[config.mk]
export PLATFORM = sky130hd
export DESIGN_NAME = mux_4
export DESIGN_NICKNAME = d
export VERILOG_FILES = /design/src/rtl/mux4_pkg.sv /design/src/rtl/mux_4_pc_reg.sv /design/src/rtl/mux_4.sv
export SDC_FILE = /design/constraint.sdc
export NUM_CORES = 1
export LEC_CHECK = 0
export BUFFER_PORTS_ARGS = -buffer_cell sky130_fd_sc_hd__clkbuf_2
export CAP_MARGIN = 20
export CORE_MARGIN = 2
export CORE_UTILIZATION = 43
export DETAILED_ROUTE_END_ITERATION = 6
export PLACE_DENSITY = 0.86
export SLEW_MARGIN = 20
export SYNTH_ARGS = -nofsm -noshare
export SYNTH_HDL_FRONTEND = slang
export SYNTH_SLANG_ARGS = --single-unit
[constraint.sdc]
create_clock -name clk -period 4.6 [get_ports clk]
set_input_delay 0.46 -clock clk [delete_from_list [all_inputs] [get_ports clk]]
set_output_delay 0.46 -clock clk [all_outputs]
set_load 0.03 [all_outputs]
[src/rtl/mux4_pkg.sv]
// Shared definitions for the fetch-stage next-PC selector: width/reset
// defaults and the select encoding.
package mux4_pkg;

  localparam int unsigned XLEN_DEFAULT         = 32;
  localparam logic [31:0] RESET_VECTOR_DEFAULT = 32'h0000_0000;

  typedef enum logic {
    PC_SEL_PLUS4 = 1'b0,
    PC_SEL_ALU   = 1'b1
  } pc_sel_e;

endpackage

[src/rtl/mux_4_pc_reg.sv]
// Architectural PC register: load-enabled, synchronous active-high reset
// to a configurable vector.
module pc_reg
  import mux4_pkg::*;
#(
  parameter int unsigned     XLEN         = XLEN_DEFAULT,
  parameter logic [XLEN-1:0] RESET_VECTOR = XLEN'(RESET_VECTOR_DEFAULT)
) (
  input  logic            clk,
  input  logic            rst,
  input  logic            en,
  input  logic [XLEN-1:0] d,
  output logic [XLEN-1:0] q
);

  logic [XLEN-1:0] pc_d;
  logic [XLEN-1:0] pc_q;

  // Next-state: load on enable, otherwise hold (stall).
  always_comb begin
    pc_d = pc_q;
    if (en) begin
      pc_d = d;
    end else begin
      pc_d = pc_q;
    end
  end

  // State register; reset wins over any pending load.
  always_ff @(posedge clk) begin
    if (rst) begin
      pc_q <= RESET_VECTOR;
    end else begin
      pc_q <= pc_d;
    end
  end

  assign q = pc_q;

endmodule

[src/rtl/mux_4.sv]
// Next-PC selector for the RV32I fetch stage with registered PC and redirect
// counter. Optional target-misalignment flag via MUX4_MISALIGN_CHECK_EN.
module mux_4
  import mux4_pkg::*;
#(
  parameter int unsigned     XLEN         = XLEN_DEFAULT,
  parameter logic [XLEN-1:0] RESET_VECTOR = XLEN'(RESET_VECTOR_DEFAULT)
) (
  input  logic            clk,
  input  logic            rst,
  input  logic            en,
  input  logic [XLEN-1:0] alu_data,
  input  logic [XLEN-1:0] pc_four,
  input  logic            pc_sel,
  output logic [XLEN-1:0] pc_next,
  output logic [XLEN-1:0] pc_q,
  output logic            redirect,
  output logic            misaligned,
  output logic [31:0]     redirect_cnt
);

  pc_sel_e         sel_s;
  logic [XLEN-1:0] pc_next_s;
  logic [31:0]     redirect_cnt_d;
  logic [31:0]     redirect_cnt_q;

  assign sel_s = pc_sel_e'(pc_sel);

  // Pure select; an unknown select yields an unknown PC rather than a guess.
  always_comb begin
    pc_next_s = {XLEN{1'bx}};
    case (sel_s)
      PC_SEL_PLUS4: pc_next_s = pc_four;
      PC_SEL_ALU:   pc_next_s = alu_data;
      default:      pc_next_s = {XLEN{1'bx}};
    endcase
  end

  assign pc_next  = pc_next_s;
  assign redirect = pc_sel;

`ifdef MUX4_MISALIGN_CHECK_EN
  assign misaligned = pc_sel & (alu_data[1:0] != 2'b00);
`else
  assign misaligned = 1'b0;
`endif

  // Count redirects that are actually taken into the PC (wraps naturally).
  always_comb begin
    redirect_cnt_d = redirect_cnt_q;
    if (en && pc_sel) begin
      redirect_cnt_d = redirect_cnt_q + 32'd1;
    end else begin
      redirect_cnt_d = redirect_cnt_q;
    end
  end

  // Counter register, cleared by reset.
  always_ff @(posedge clk) begin
    if (rst) begin
      redirect_cnt_q <= 32'd0;
    end else begin
      redirect_cnt_q <= redirect_cnt_d;
    end
  end

  assign redirect_cnt = redirect_cnt_q;

  pc_reg #(
    .XLEN         (XLEN),
    .RESET_VECTOR (RESET_VECTOR)
  ) u_pc_reg (
    .clk (clk),
    .rst (rst),
    .en  (en),
    .d   (pc_next_s),
    .q   (pc_q)
  );

endmodule

==> Yosys cells after proc, flatten, opt, wreduce, memory -nomap -nowiden <==
Index checks and enable logic that the tools add are counted.
{ "totals": {"output_inout_bits": 98, "romBits": 0, "latchBits": 0, "ff_bits": 64, "inputBits": 68, "ramBits": 0, "n_memories": 0} }
{ "op_classes": {"n_eq_ne": 0, "n_lt_le_gt_ge": 0, "n_bitwise": 1, "reduce_logical": 1, "n_mux": 1, "n_mul": 0, "n_addsub": 1, "div": 0, "shift": 0} }
{ "op_table": {"columns": ["cell", "count"], "rows": [
  ["32-bit case mux with 2 select lines", 1],
  ["32-bit by 1-bit adder with 32-bit output, second input constant", 1],
  ["1-bit logical AND", 1],
  ["1-bit NOT", 1]
]} }

==> Longest topological paths before layout <==
{ "logic_depth": {"ltp_word": 2, "depth_mapped": 8} }

==> Modules after synthesis <==
A second synthesis with hierarchy kept.
{ "unflattened": {"hier_cells": 326, "area_unflattened_um2": 3120.5} }
{ "modules_own_cells": {"columns": ["module", "area_per_inst_um2", "n_inst", "cells_per_inst"], "rows": [
  ["mux_4", 1956.9, 1, 223],
  ["pc_reg", 1163.6, 1, 103]
]} }

==> Worst setup path after synthesis <==
No wires, ideal clock.
{ "synth_timing": {"path_kind": "register -> register", "from": "register redirect_cnt_q[4] (netlist: redirect_cnt[4])", "to": "register redirect_cnt_q[29] (netlist: redirect_cnt[29])", "setup_ns": 0.121, "setup_slack_ns": 2.701, "stages_incl_launch_ff": 7, "required_ns": 4.479, "arrival_ns": 1.778, "path_cell_list": "dfxtp_1 -> and4_1 -> buf_2 -> nand4_4 -> buf_6 -> nor4_1 -> mux2_2"} }
{ "synth_between": {"elab_chain_len": 1} }
{ "synth_rtl": {"columns": ["element", "line", "text"], "rows": [
  ["start, declared", "mux_4.sv:25", "logic [31:0] redirect_cnt_q;"],
  ["start signal, assigned", "mux_4.sv:63", "redirect_cnt_q <= redirect_cnt_d;"],
  ["32-bit by 1-bit adder with 32-bit output", "mux_4.sv:52", "redirect_cnt_d = redirect_cnt_q + 32'd1;"]
]} }
No other way between the ends.
A chain may end at the register's enable or synchronous reset.

==> Worst setup path after layout <==
{ "layout_timing": {"from": "input port en", "to": "register redirect_cnt_q[16] (netlist: redirect_cnt[16])"} }
{ "layout_between": {"elab_chain_len": 1} }
{ "layout_rtl": {"columns": ["element", "line", "text"], "rows": [
  ["start, declared", "mux_4.sv:11", "input logic en,"],
  ["1-bit logical AND", "mux_4.sv:51", "if (en && pc_sel) begin"]
]} }
No other way between the ends.

==> reports/results.txt <==
The flow ran to the end, and the final reports show no timing, DRC or antenna violations. The logs give 0 for the number of max-slew violations in the final report and 0.00683 mm^2 for the placeable core area. Count of filler cells inserted in the layout: 610.

The endpoint identified for the worst register-to-register timing path is redirect_cnt[30]. For the worst setup path, the data required time is 4.86 ns. The repair_antennas step left the layout with diodes totalling 0. The mapped netlist covers 0.00304 mm^2. Hold timing on the final database bottoms out at a slack of 0.492 ns. Cell with the largest stage delay on the worst path: sky130_fd_sc_hd__or4_1. The tools report the placed cell count as 557. The number of logic stages on the critical path including buffering was 6.

The average instance in the mapped netlist occupies 9.56 um^2. Walking the worst path, the cells encountered are clkbuf_2 > buf_4 > and4_1 > nand4_1 > or4_1 > a21oi_1. The later-pin clock latency in the skew report was 0.33 ns; the area share of the largest cell type after synthesis was 42.1%. For the worst flop-to-flop path, the logic depth is 4. In the final routed layout, each cell accounts on average for 13.5 um. Counting every instance in the synthesized netlist gives 318. The tree is rooted in a sky130_fd_sc_hd__clkbuf_8. In this run the worst hold path is classified as reg -> reg. The cell taking the most area after synthesis is sky130_fd_sc_hd__dfxtp_1. The logs give 0.00405 mm^2 for the post-route standard cell area excluding fillers and 66 for the pin count of the biggest net entering global routing.

The number of clock buffers added by TritonCTS is 9. STA classifies the critical path endpoint as a flop. The non-filler instance count after layout came out at 570. Before antenna repair, the detailed router went through 4 iterations. Leaving out fill and tap cells, the most frequent cells in the layout are sky130_fd_sc_hd__clkbuf_2, sky130_fd_sc_hd__dfxtp_1, sky130_fd_sc_hd__nor2_1. The tools report the initial antenna violation count as 0. Grouping stages by cell kind, the critical path spends the most delay in simple AND/OR/NAND/NOR gates.

TritonCTS built the clock tree. Measured against its own limit, the worst slew margin works out to 56.6%. The leading cell type in the layout, fill and taps excluded is sky130_fd_sc_hd__clkbuf_2.

The tools report the critical hold path startpoint as redirect_cnt[31]. Global routing used 19.4% of the available tracks. The peak supply drop was 0.203 mV; the post-place instance area was 0.00388 mm^2.

Buffers added to address setup during post-CTS repair amount to 0. Setup repair after global routing left no endpoint under its margin. The worst setup path is launched from a primary input. Counting I/O delays and the setup requirement, the final critical path takes 2.35 ns. The wire-length estimate of the detail-placed layout is 5.80 mm. The first-iteration detailed-routing DRC count is 83, and the fraction of layout instances using a drive strength above 1 is 45.4%. The die boundary width works out to 88.1 um.

The portion of the clock cycle consumed by the worst path in the final layout works out to 51.0%. The first global-routing pass estimated 11.9 mm of wire. Pin placement for this block handled 166 I/O pins. In the final timing run, aggregate negative setup slack is 0 ns. The quantity of I/O buffers inserted on ports is 164, and the sequential area share after synthesis is 42.1%. The number of nets handed over by synthesis was 387. Via count normalized by instance count: 5.16. The antenna violation net count after detailed routing was 0; the count of distinct cell types in the synthesized netlist was 29.

The number of nets in the layout was 541. The maximum clock path buffer count was 2. The critical path contains buffers and inverters numbering 2 combined.

The worst register-to-register path begins at redirect_cnt[11]. In this run the static leakage power is 0.00190 uW. The routed layout has 2939 vias. For hold timing, the worst endpoint is redirect_cnt[31].

The tool flagged a number of max-cap violations equal to 0. For this run, the slowest stage of the critical path takes 0.53 ns. Routability-driven placement finished with a final weighted congestion of 0.799. For this design the ratio of total power to cell area is 307 mW/mm^2.

During synthesis, Yosys emitted a total of 0 warnings. For the final-report setup violation count, the log shows 0. For the worst setup path, the data arrival time is 2.60 ns.

After detailed routing, the number of remaining DRC violations is 0. Clock-pin slew was measured on the worst setup and hold paths at 0.06 ns. Along the worst path, the maximum fanout reaches 36.

By area the synthesized netlist is led by sky130_fd_sc_hd__dfxtp_1, sky130_fd_sc_hd__mux2_2, sky130_fd_sc_hd__mux2i_1, sky130_fd_sc_hd__nor2_1, sky130_fd_sc_hd__o31ai_1. The run gives 2656 as the via count of the first global-routing pass. In this run, synthesis produced a sequential element count of 64. Final total power: 1240 uW. The cell row count was 30. Critical path start-end classification: in -> reg. The number of hold buffers added after CTS was 0.

Derived from the worst setup path, the maximum achievable clock frequency is 0.426 GHz. The final hold violation count was 0; the floorplan die area was 0.00776 mm^2. The worst hold path passes through 2 cells. In this run the vertical extent of the chip is 88.1 um. The area overhead of the layout relative to synthesis came out at 33.0%.

The H-tree generated during clock tree synthesis spans 3 levels. Gates resized during post-CTS repair numbered 0. The tree built by TritonCTS fans out to 64 sinks. The run gives 0 as the aggregate global routing overflow.

For the pin with the worst max-slew slack, the measured transition is 0.651 ns. On the final layout, the worst clock skew is 0.00358 ns. The tools report the initial cell density of the core as 44.5%. Setup slack on the worst reg-to-reg path comes out at 2.35 ns. After detailed routing, the total wire length is 7.71 mm.
how the worst max path moves through the flow:
stage               startpoint  slack (ns)                to
2_1_floorplan  redirect_cnt[4]        2.70  redirect_cnt[29]
3_3_place_gp                en        2.02  redirect_cnt[29]
3_5_place_dp                en        1.92  redirect_cnt[29]
4_1_cts                     en        2.26  redirect_cnt[16]
5_1_grt                     en        2.09  redirect_cnt[20]
6_report                    en        2.25  redirect_cnt[16]
Yosys cell counts, drive strengths merged:
master / count
dfxtp: 64
nor2: 42
mux2: 33
mux2i: 32
a21oi: 22
o31ai: 15
or4: 15
clkbuf: 13
buf: 11
nand3: 11
nand2: 10
nand4: 8
xor2: 7
o21ai: 6
or3: 6
and4: 5
inv: 5
and2: 4
nand4b: 2
xnor2: 2
conb: 1
ha: 1
nor2b: 1
nor3: 1
nor4: 1
cell type report:
cell class                 instances  area [um^2]  area share [%]
timing repair buffer             167          843            20.8
multi-input combinational        225         1620            40.1
clock inverter                     1         5.00           0.124
tap                               96          120            2.97
clock buffer                      12          155            3.84
sequential                        64         1280            31.7
inverter                           5         18.8           0.464
per-stage QoR:
stage	setup slack, ns	util, %
3_5_place_dp	1.92	56.9
3_3_place_gp	2.02	56.9
2_1_floorplan	2.70	-
5_1_grt	2.09	59.2
6_report	2.25	59.2
4_1_cts	2.26	59.2
power by group:
group / switching (uW) / internal, uW / total, uW
registers: 11.2 / 575 / 586
clock network: 195 / 215 / 410
logic: 157 / 88.6 / 246
total: 363 / 879 / 1240
registers in the layout, summed over array words and instances (netlist names):
| signal | flops |
|---|---|
| u_pc_reg.q | 32 |
| redirect_cnt | 32 |
per-layer routing:
layer  up-vias  global-route usage [%]  part of all wire, %
li1       1452                       -                    -
met4         0                    8.68                  2.4
met2       102                    33.0                   51
met3        16                    5.94                  5.9
met5         -                       0                    0
met1      1369                    22.6                   40
tightest hold or removal path: stages, from the launching register on:
cell and delay, ns:
sky130_fd_sc_hd__dfxtp_1 0.33, sky130_fd_sc_hd__o31ai_1 0.06, sky130_fd_sc_hd__a21oi_1 0.05
cells by family (layout without fill, tap and decap cells):
family	Yosys count	in the layout	share of synthesized area, %
AOI/OAI and AO/OA	43	43	8.31
xor gates and xnor gates	9	9	2.59
adders and majority gates	1	1	0.411
buffers and inverters	29	185	4.53
DFF	64	64	42.1
muxes	65	65	22.8
other	1	1	0.123
and+or+nand+nor	106	106	19.1
Power figures use the tool's default switching activity.
